--- src/rtl/pipe_hazard_ctrl.sv ---
// -----------------------------------------------------------------------------
// pipe_hazard_ctrl
//
// Central stall/flush controller for a classic 5-stage pipeline
// (IF, ID, EX, MEM, WB). It drives the load enables and bubble (NOP-insert)
// controls of the PC and of the four pipeline registers. It resolves four
// kinds of events:
//   * data-memory wait states (dmem_stall)
//   * multi-cycle multiply occupancy of EX (ex_mul_start / MUL_WAIT state)
//   * taken-branch flushes (ex_branch_taken)
//   * load-use data hazards
// A saturating counter records the number of cycles in which the PC was held.
//
// Parameters:
//   MUL_LAT  total EX cycles a multiply occupies, including its start cycle
//            (legal range 1..15)
//   CNT_W    width of stall_count
//
// Ports:
//   clock            pipeline clock, rising edge
//   reset            synchronous, active-high
//   id_rs, id_rt     source register fields of the instruction in ID
//   id_uses_rs/_rt   the ID instruction actually reads rs / rt
//   idex_memread     the instruction in EX is a load
//   idex_rt          destination register of that load
//   ex_branch_taken  EX resolved a taken branch or jump
//   ex_mul_start     a multiply is in EX this cycle
//   dmem_stall       data memory not ready; MEM must hold
//   pc_en            PC load enable
//   ifid_en/_flush   IF/ID load enable / load NOP
//   idex_en/_bubble  ID/EX load enable / load NOP
//   exmem_en/_bubble EX/MEM load enable / load NOP
//   memwb_en/_bubble MEM/WB load enable / load NOP
//   mul_busy         multiply stall in progress
//   stall_count      saturating count of cycles with pc_en=0 since reset
// -----------------------------------------------------------------------------
module pipe_hazard_ctrl #(
    parameter int MUL_LAT = 4,
    parameter int CNT_W   = 16
) (
    input  logic             clock,
    input  logic             reset,
    input  logic [4:0]       id_rs,
    input  logic [4:0]       id_rt,
    input  logic             id_uses_rs,
    input  logic             id_uses_rt,
    input  logic             idex_memread,
    input  logic [4:0]       idex_rt,
    input  logic             ex_branch_taken,
    input  logic             ex_mul_start,
    input  logic             dmem_stall,
    output logic             pc_en,
    output logic             ifid_en,
    output logic             ifid_flush,
    output logic             idex_en,
    output logic             idex_bubble,
    output logic             exmem_en,
    output logic             exmem_bubble,
    output logic             memwb_en,
    output logic             memwb_bubble,
    output logic             mul_busy,
    output logic [CNT_W-1:0] stall_count
);

    typedef enum logic {
        RUN      = 1'b0,
        MUL_WAIT = 1'b1
    } state_e;

    // Number of stall cycles that follow the multiply start cycle.
    localparam logic [3:0]       MUL_INIT = 4'(MUL_LAT - 1);
    localparam logic [CNT_W-1:0] CNT_MAX  = '1;

    state_e           state_q, state_d;
    logic [3:0]       mcnt_q, mcnt_d;
    logic [CNT_W-1:0] stall_cnt_q, stall_cnt_d;

    logic rs_hit;
    logic rt_hit;
    logic load_use;

    // -------------------------------------------------------------------------
    // Load-use detection. Register 0 is hard-wired to zero, so a load that
    // targets it can never produce a value the ID instruction depends on.
    // -------------------------------------------------------------------------
    assign rs_hit   = id_uses_rs && (id_rs == idex_rt);
    assign rt_hit   = id_uses_rt && (id_rt == idex_rt);
    assign load_use = idex_memread && (idex_rt != 5'd0) && (rs_hit || rt_hit);

    // -------------------------------------------------------------------------
    // State register
    // -------------------------------------------------------------------------
    always_ff @(posedge clock) begin
        if (reset) begin
            state_q     <= RUN;
            mcnt_q      <= 4'd0;
            stall_cnt_q <= '0;
        end else begin
            state_q     <= state_d;
            mcnt_q      <= mcnt_d;
            stall_cnt_q <= stall_cnt_d;
        end
    end

    // -------------------------------------------------------------------------
    // Next-state logic
    // -------------------------------------------------------------------------
    always_comb begin
        state_d = state_q;
        mcnt_d  = mcnt_q;
        // A memory wait freezes the whole front of the pipe, including the
        // multiply instruction in EX, so the sequencer must freeze with it.
        if (!dmem_stall) begin
            case (state_q)
                RUN: begin
                    // With a single-cycle multiply the start cycle is the
                    // whole operation and no wait state is needed.
                    if (ex_mul_start && (MUL_LAT > 1)) begin
                        state_d = MUL_WAIT;
                        mcnt_d  = MUL_INIT;
                    end
                end
                MUL_WAIT: begin
                    // mcnt==1 marks the last stall cycle. The <= also guards
                    // against an unreachable zero value trapping the FSM.
                    if (mcnt_q <= 4'd1) begin
                        state_d = RUN;
                        mcnt_d  = 4'd0;
                    end else begin
                        mcnt_d = mcnt_q - 4'd1;
                    end
                end
                default: begin
                    state_d = RUN;
                    mcnt_d  = 4'd0;
                end
            endcase
        end
    end

    // -------------------------------------------------------------------------
    // Output logic: priority reset > dmem_stall > MUL_WAIT > branch > load-use
    // -------------------------------------------------------------------------
    always_comb begin
        pc_en        = 1'b1;
        ifid_en      = 1'b1;
        ifid_flush   = 1'b0;
        idex_en      = 1'b1;
        idex_bubble  = 1'b0;
        exmem_en     = 1'b1;
        exmem_bubble = 1'b0;
        memwb_en     = 1'b1;
        memwb_bubble = 1'b0;
        mul_busy     = 1'b0;

        if (reset) begin
            pc_en        = 1'b0;
            ifid_en      = 1'b0;
            ifid_flush   = 1'b1;
            idex_en      = 1'b0;
            idex_bubble  = 1'b1;
            exmem_en     = 1'b0;
            exmem_bubble = 1'b1;
            memwb_en     = 1'b0;
            memwb_bubble = 1'b1;
        end else if (dmem_stall) begin
            // Hold everything up to and including EX/MEM; WB drains a NOP so
            // the instruction leaving MEM is not written back twice.
            pc_en        = 1'b0;
            ifid_en      = 1'b0;
            idex_en      = 1'b0;
            exmem_en     = 1'b0;
            memwb_bubble = 1'b1;
            // A multiply interrupted by a memory wait is still in progress.
            mul_busy     = (state_q == MUL_WAIT);
        end else if (state_q == MUL_WAIT) begin
            // EX is occupied; keep the front end frozen and feed NOPs to MEM.
            pc_en        = 1'b0;
            ifid_en      = 1'b0;
            idex_en      = 1'b0;
            exmem_bubble = 1'b1;
            mul_busy     = 1'b1;
        end else if (ex_branch_taken) begin
            // PC loads the target; the two wrong-path instructions in IF and
            // ID are squashed, which also cancels any load-use hazard of the
            // ID instruction.
            ifid_flush  = 1'b1;
            idex_bubble = 1'b1;
        end else if (load_use) begin
            // One bubble: next cycle the load is in MEM and forwarding covers it.
            pc_en       = 1'b0;
            ifid_en     = 1'b0;
            idex_bubble = 1'b1;
        end
    end

    // -------------------------------------------------------------------------
    // Stall-cycle counter (saturating)
    // -------------------------------------------------------------------------
    always_comb begin
        stall_cnt_d = stall_cnt_q;
        if (!pc_en && (stall_cnt_q != CNT_MAX)) begin
            stall_cnt_d = stall_cnt_q + CNT_W'(1);
        end
    end

    assign stall_count = stall_cnt_q;

endmodule

--- config.mk ---
export PLATFORM = sky130hd
export DESIGN_NAME = pipe_hazard_ctrl
export DESIGN_NICKNAME = d
export VERILOG_FILES = /design/src/rtl/pipe_hazard_ctrl.sv
export SDC_FILE = /design/constraint.sdc
export NUM_CORES = 1
export LEC_CHECK = 0
export CORE_ASPECT_RATIO = 2
export CORE_MARGIN = 1
export CORE_UTILIZATION = 35
export CTS_CLUSTER_DIAMETER = 200
export DETAILED_ROUTE_END_ITERATION = 6
export PLACE_DENSITY = 0.66
export SLEW_MARGIN = 20
export SYNTH_ARGS = -nofsm -noshare
export SYNTH_HDL_FRONTEND = slang
export SYNTH_SLANG_ARGS = --single-unit
--- constraint.sdc ---
create_clock -name clock -period 3.2 [get_ports clock]
set_clock_uncertainty 0.2 [all_clocks]
set_input_delay 0.96 -clock clock [delete_from_list [all_inputs] [get_ports clock]]
set_output_delay 0.96 -clock clock [all_outputs]
set_load 0.03 [all_outputs]
# --- Word-level counts from Yosys, hierarchy flattened ---
# Cells that the tools add are included.
word_totals:
  regBits: 21
  output_inout_bits: 26
  elab_cells: 54
  input_bits: 23
  mem_bits_rw: 0
  n_memories: 0
  latchBits: 0
  rom_bits: 0
classes:
  multipliers: 0
  eq_ne: 4
  n_mux: 33
  add_sub_neg: 2
  bitwise_logic: 2
  n_shift: 0
  n_reduce_logical: 9
  div_mod_pow: 0
  n_lt_le_gt_ge: 1
ops:
  columns: ["cell", "n"]
  rows:
  - ["1-bit two-way mux", 29]
  - ["16-bit by 1-bit adder with 16-bit output (second input constant)", 1]
  - ["16-bit inequality test (second input constant)", 1]
  - ["5-bit == test", 2]
  - ["4-bit two-way mux", 2]
  - ["4-bit one-hot mux with 2 select lines", 1]
  - ["1-bit logical AND", 5]
  - ["5-bit nonzero test", 1]
  - ["4-bit by 1-bit less-or-equal comparator with 1-bit output (second input constant)", 1]
  - ["4-bit by 1-bit subtractor with 4-bit output (second input constant)", 1]
  - ["2-bit inequality test (second input constant)", 1]
  - ["1-bit inverter", 2]
  - ["1-bit one-hot mux with 2 select lines", 1]
  - ["2-bit AND reduction", 1]
  - ["1-bit logical NOT", 1]
  - ["1-bit logical OR", 1]

# --- Logic depth before layout (Yosys ltp) ---
logic_depth:
  word_depth: 11
  depth_mapped: 9
  ltp_nobuf: 7

# --- Worst setup path after synthesis ---
# OpenSTA, ideal clock, no wires.
synth_timing:
  path_type: "input port to output port"
  start: "in dmem_stall"
  end: "out pc_en"
  cell_stages: 4
  slack_ns: -0.786
  path_buffers: 1
  arrival_time_ns: 2.826
  path_cell_list: "or2_2 -> nor2_1 -> a21boi_1 -> buf_4"
synth_via:
  elab_chain_len: 2
synth_rtl:
  columns: ["item", "line", "text"]
  rows:
  - ["start: declaration", "51", "input logic dmem_stall,"]
  - ["1-bit two-way mux (2 in series)", null, null]
  - ["end: declaration", "52", "output logic pc_en,"]
# No other way between the ends.

# --- Worst setup path in the final report ---
layout_timing:
  start: "in idex_rt[2]"
  end: "out pc_en"
layout_via:
  elab_chain_len: 9
  elab_cells_between_ends: 13
  cone_classes: "eq/ne (2); mux (5); reduce/logical (6)"
layout_rtl:
  columns: ["item", "line", "text"]
  rows:
  - ["start: declaration", "48", "input logic [4:0] idex_rt,"]
  - ["5-bit == test, on equally long branches", "86, 87", null]
  - ["1-bit logical AND, on equally long branches", "86, 87", null]
  - ["1-bit logical OR", "88", "assign load_use = idex_memread && (idex_rt != 5'd0) && (rs_hit || rt_hit);"]
  - ["1-bit logical AND *", "88", null]
  - ["1-bit two-way mux *", "189", "end else if (load_use) begin"]
  - ["1-bit two-way mux *", "183", "end else if (ex_branch_taken) begin"]
  - ["1-bit two-way mux *", "176", "end else if (state_q == MUL_WAIT) begin"]
  - ["1-bit two-way mux *", "166", "end else if (dmem_stall) begin"]
  - ["1-bit two-way mux *", "156", "if (reset) begin"]
# Every way passes the cells marked *; elsewhere a longest branch is shown, timed or not.

==> impl_metrics.toml <==
[routing]
drt_wl_total_mm = 3.84
drc = 0
ant_nets = 0
wl_per_cell_um = 13.7
num_vias = 1474
wl_met2_mm = 2.22
top_layer = "met4"
drt_iter0_drc = 25
dr.pass1.iters = 4
viasPerCell = 5.25
drt-met1-wl_mm = 1.40
wl_met3_um = 117

[grt]
grt_pass1_wl_mm = 5.92
grtUsageTotal = 0.193
grt-ovfl-total = 0
grt_max_degree = 29
antenna_found_initial = 0
grt_pass1_vias = 1428

[worst_hold_path]
min_path_cells = 2
hp-class = "register to register"
min_from = "stall_count[15]"
holdPathEnd = "stall_count[15]"

[place]
dpl_cell_area_um2 = 1980
gp_congestion = 0.812
pre_cts_ws_ns = -0.515
io_buffer_count = 48
dpl.hpwl_mm = 2.94

[critical_path]
startpoint_type = "input pin"
reg2reg_depth = 8
arrival_ns = 2.18
critical_path_class = "input pin to primary output"
ff2ff_setup_slack_ns = 0.92
end_kind = "primary output"
reg2reg_to = "stall_count[15]"
critPathMaxFanout = 3
worstPathRequired_ns = 2.04
r2r_start = "stall_count[0]"

[clocking]
h-tree-depth = 1
clockBufferDepth = 2
cts_tree = "yes"
cts_made_buffers = 3
path_clk_slew_ns = 0.07
cts-hold-fix-buffers = 0
cts-root-buf = "clkbuf_8"
clkLatencyLatePin_ns = 0.26
cts.sinks = 21

[finish]
seqCellArea_um2 = 420
fillers = 346
area_growth_pct = 59.0
drive_gt1_frac = 0.246
nNetsFinal = 259
finalInstanceArea_um2 = 2100
fin_util = 0.581
multi_input_area_um2 = 851
diodes = 0

[timing]
fmax_mhz = 299
finalWorstSetupSlack_ns = -0.140
hold_slack_ns = 0.292
rsz0062_at_grt = "true"
report.final.slew_viol_count = 0
tightestPinTransition_ns = 0.507
fin_crit_sh = 1.04
hold_violations = 0
slew_headroom = 0.659
period_needed_ns = 3.34
fin_tns_setup_ns = -0.418
setup_viol = 3

[synthesis]
syn_nets = 190
yosysTopAreaCell = "dfxtp_1"
yosysUniqueCellTypes = 41
synth_ff_type = "dfxtp_1"
syn_avg_cell_area_um2 = 8.04
ys_seq_elements = 21
async_reset_ff_frac = 0
synth.most_common_cell = "dfxtp_1"
ys_seq_area_frac = 0.319
yosysTopAreaCellShare = 0.319
synth_common_cells = "dfxtp_1 (21), nor2_1 (14), a21oi_1 (13)"
netlist_instances = 164
synth.area.top_cells = "dfxtp_1 (32%), xnor2_1 (7.3%), a21oi_1 (4.9%), or3_1 (4.7%), nor2_1 (4.0%)"
ys_warn_count = 0
synth-edff-count = 0
syn-cell-area_um2 = 1320

[power]
power_leakage_nw = 0.799
vdd_drop_max_uv = 291
power_per_cell_area_nw_per_um2 = 314

[die]
start_util = 0.366
io-pin-count = 49
die-area_um2 = 4030
rows = 31
die_x_um = 45.4
die_h_um = 88.8
core_um2 = 3610

[run]
cap_violations = 0

[outcome]
status = "finished with violations"
violations = "setup timing"
==> placed cells by master, fill, tap and decap left out, types with 4 or more instances in the layout <==
master           Yosys  final
a21oi_1             13     12
a21oi_2              4      5
buf_4                1     24
buf_6                1      6
clkdlybuf4s50_1      0     21
dfxtp_1             21     21
dlygate4sd2_1        0     10
inv_1               11     11
nand2_1             12     12
nand3_1              7      7
nand4_1              5      5
nor2_1              14     12
o21ai_1              9      9
o31ai_1              4      4
or3_1               10     10
xnor2_1             11     11
==> cell type report <==
| type | count | share of cell area |
|---|---|---|
| multi-input combinational | 126 | 0.406 |
| sequential | 21 | 0.200 |
| timing repair buffer | 70 | 0.323 |
| tap | 49 | 0.0292 |
| clock buffer | 4 | 0.0215 |
| inverter | 11 | 0.0197 |
==> through the flow <==
stage | power (mW) | instances
after floorplan | 0.394 | 164
after global placement | 0.474 | 273
after detailed placement | 0.482 | 273
after CTS | 0.658 | 279
after global routing | 0.692 | 281
final | 0.659 | 281
==> worst max-delay path: stages <==
cell and delay (ns):
buf_6 0.09, or4_4 0.54, o21ai_4 0.19, nor2_4 0.05, a21boi_4 0.19, buf_6 0.16
==> sequential cells by signal (all words and copies together), names as in the netlist <==
| signal | flops |
|---|---|
| mcnt_q | 4 |
| stall_count | 16 |
| state_q | 1 |
==> logic make-up after synthesis <==
kind of cell,share of synthesized area
simple gates,0.265
compound gates,0.225
xor+xnor,0.0863
fa+ha+maj,0.0285
mux,0.00759
buf+inv,0.0693
flops,0.319
==> worst max path at each step <==
stage          startpoint     endpoint  slack, ns
2_1_floorplan  idex_rt[0]        pc_en      -0.17
3_3_place_gp   idex_rt[0]  idex_bubble      -0.50
3_5_place_dp   idex_rt[0]  idex_bubble      -0.52
4_1_cts        idex_rt[2]        pc_en      -0.16
5_1_grt        idex_rt[2]  idex_bubble      -0.19
6_report       idex_rt[2]        pc_en      -0.14
==> what timing repair did <==
item	CTS	global route
cloned	0	1
setup buffers	2	1
resized for setup	35	6
setup endpoints to repair	7	7
pin swaps	19	6
==> power by group <==
part           total, mW  switching (mW)  leakage [nW]  internal [mW]
combinational      0.197          0.0972         0.605          0.100
clock              0.174          0.0854        0.0228         0.0887
sequential         0.287          0.0144         0.171          0.273
total              0.659           0.197         0.799          0.462
==> routing by layer <==
metal / vias to the layer above / GRT usage
met2: 41 / 0.356
met5: - / 0
li1: 721 / -
met4: 0 / 0.105
met1: 702 / 0.195
met3: 10 / 0.0265
Note: power is estimated with default switching activity, not from simulation.
